==> src/rtl/mux_2to1.sv <==
// Registered 2-to-1 selector: y_o takes x2_i when sel_i is high, else x1_i,
// one clock after the inputs are sampled. Asynchronous active-low reset.
module mux_2to1 #(
  parameter int unsigned           WIDTH     = 8,
  parameter logic [WIDTH-1:0]      RESET_VAL = '0
) (
  input  logic             clk_i,
  input  logic             rst_ni,
  input  logic [WIDTH-1:0] x1_i,
  input  logic [WIDTH-1:0] x2_i,
  input  logic             sel_i,
  output logic [WIDTH-1:0] y_o
);

  logic [WIDTH-1:0] y_d;
  logic [WIDTH-1:0] y_q;

  always_comb begin
    y_d = sel_i ? x2_i : x1_i;
  end

  // Output register: the only state; y_o is driven straight from the flop.
  always_ff @(posedge clk_i or negedge rst_ni) begin
    if (!rst_ni) begin
      y_q <= RESET_VAL;
    end else begin
      y_q <= y_d;
    end
  end

  assign y_o = y_q;

endmodule

==> config.mk <==
export PLATFORM = sky130hd
export DESIGN_NAME = mux_2to1
export DESIGN_NICKNAME = d
export VERILOG_FILES = /design/src/rtl/mux_2to1.sv
export SDC_FILE = /design/constraint.sdc
export NUM_CORES = 1
export LEC_CHECK = 0
export ABC_AREA = 1
export ABC_CLOCK_PERIOD_IN_PS = 890
export CAP_MARGIN = 20
export CORE_AREA = 2 2 39 41
export DETAILED_ROUTE_END_ITERATION = 8
export DIE_AREA = 0 0 41 43
export GPL_TIMING_DRIVEN = 0
export HOLD_SLACK_MARGIN = 0.15
export SYNTH_ARGS = -nofsm -noshare
export SYNTH_HDL_FRONTEND = slang
export SYNTH_SLANG_ARGS = --single-unit
==> constraint.sdc <==
create_clock -name clk_i -period 0.89 [get_ports clk_i]
set_clock_uncertainty 0.2 [all_clocks]
set_input_delay 0.178 -clock clk_i [delete_from_list [all_inputs] [get_ports clk_i]]
set_output_delay 0.178 -clock clk_i [all_outputs]
set_load 0.03 [all_outputs]
==> impl_metrics.json <==
{
  "status": "finished with violations",
  "violations": "negative hold slack, negative setup slack",
  "setup_viol": 8,
  "hold_ws_ns": -0.0291,
  "area_growth_pct": 99.2,
  "portBuffers": 25,
  "place_congestion": 0.634,
  "die-height_um": 43,
  "crit_type": "reg -> out",
  "clock-sinks": 8,
  "grt_max_degree": 10,
  "crit_chain": "buf_6",
  "grtUsageMet3_pct": 5.24,
  "synth_area_sq_um": 305,
  "design_area_sq_um": 608,
  "dpl_cell_area_sq_um": 576,
  "routed_wl_um": 638,
  "core_sq_um": 1380,
  "drt_iter0_markers": 1,
  "start_kind": "flip-flop",
  "leakagePower_nw": 0.305,
  "fin_nets": 83,
  "hold_viol_final": 16,
  "p_per_area_nw_per_um2": 1480,
  "slew_viol_final": 0,
  "min_path_type": "in -> reg",
  "post_cts_buffers": 0,
  "relSlewSlack_pct": 79.0,
  "dieArea_sq_um": 1760,
  "drive_above_1_share_pct": 21.0,
  "postSynthAreaPerCell_sq_um": 8.98,
  "placedCellCount": 75,
  "layout_commonest_cell": "nand2_1",
  "largest_reg_flops": 8,
  "synth_warnings": 0,
  "crit_slowest_cell": "dfrtp_1",
  "mostFrequentLayoutCells": "24 x nand2_1, 17 x clkdlybuf4s50_1, 9 x buf_6",
  "power_mw": 0.903,
  "antenna_found_initial": 0,
  "grt.busiest_layer": "met2",
  "numCtsBuffers": 3,
  "antenna_left": 0,
  "setup_ws_ns": -0.243,
  "clockBufferDepth": 2,
  "cp.required_ns": 0.51,
  "fmax_mhz": 883,
  "htree_levels": 1,
  "syn_inst": 34,
  "first_pass_iters": 3,
  "final_util_pct": 43.9,
  "gr-usage-met1_pct": 10.6,
  "track_usage_pct": 10.6,
  "num_rows": 14,
  "ys_types": 4,
  "routed_via_density": 3.65,
  "clk_pin_slew_ns": 0.05,
  "post_drt_wl_per_cell_um": 8.18,
  "tightest_slew_ns": 0.315,
  "cts_root_buffer": "clkbuf_4",
  "vias": 285,
  "die_x_um": 41,
  "crit_family": "flip-flops",
  "rsz0062_at_grt": "yes",
  "initial_utilization_pct": 22.1,
  "drc": 0,
  "max_stage_delay_ns": 0.37,
  "cts_tree": "done",
  "grt_overflow": 0,
  "first_global_vias": 270,
  "dpl_worst_slack_ns": -0.460,
  "cap_violations": 0,
  "cp-end-kind": "primary output",
  "seq_area_frac_synth_pct": 65.6,
  "syn_nets": 53,
  "ys_ff_latch": 8,
  "irDropWorstVdd_uv": 478,
  "fin_cells": 78,
  "ios": 27,
  "diodes": 0,
  "finalCritPeriodShare_pct": 127,
  "arrival_ns": 0.75,
  "grt_first_pass_wirelength_mm": 1.15,
  "worst-path-buf-inv": 1,
  "worst-path-max-fanout": 1,
  "met2_usage_pct": 14.1,
  "period_needed_ns": 1.13
}
-- per-layer routing --
| metal | part of all wire, % | vias to the layer above |
|---|---|---|
| met2 | 55 | 14 |
| met5 | 0 | - |
| met3 | 7.4 | 2 |
| li1 | - | 156 |
| met1 | 35 | 113 |
| met4 | 3.0 | 0 |
-- synthesized netlist by cell type --
| cell | n | area (sq um) |
|---|---|---|
| nand2_1 | 24 | 90.1 |
| dfrtp_1 | 8 | 200 |
| buf_6 | 1 | 11.3 |
| inv_2 | 1 | 3.75 |
-- through the flow --
step	hold WS (ns)	setup TNS [ns]
6_report	-0.0291	-1.89
5_1_grt	-0.0470	-2.23
4_1_cts	-0.0308	-1.99
3_5_place_dp	0.230	-4.72
3_3_place_gp	0.227	-4.68
2_1_floorplan	-0.318	0
-- area by class of cell --
type | count | area, sq um
repair buffers | 25 | 260
clock buffers | 3 | 22.5
plain buffers | 1 | 11.3
multi-input cells | 24 | 90.1
inverters | 1 | 3.75
fillers | 150 | 776
well taps | 16 | 20.0
flip-flops and latches | 8 | 200
-- kinds of logic after synthesis --
kind of cell	synth area share (%)
AND/OR/NAND/NOR	29.5
flip-flops	65.6
buffers and inverters	4.92
-- worst paths after layout --
check	from	endpoint	depth (start not counted)
hold / removal	sel_i	y_o[0]$_DFF_PN0_	3
max in group asynchronous	rst_ni	y_o[6]$_DFF_PN0_	1
setup / recovery	y_o[5]$_DFF_PN0_	y_o[5]	1
min in group asynchronous	rst_ni	y_o[0]$_DFF_PN0_	1
-- power by group --
part / internal [mW] / total (mW) / switching [mW]
Combinational: 0.134 / 0.240 / 0.106
Clock: 0.153 / 0.258 / 0.105
Sequential: 0.393 / 0.405 / 0.0122
-- timing repair --
| action | CTS | global route |
|---|---|---|
| pin swaps | 0 | 0 |
| resized for setup | 56 | 0 |
| setup endpoints to repair | 8 | 8 |
| gates cloned | 0 | 0 |
| hold endpoints to repair | 16 | 16 |
Note: power is estimated with default switching activity, not from simulation.
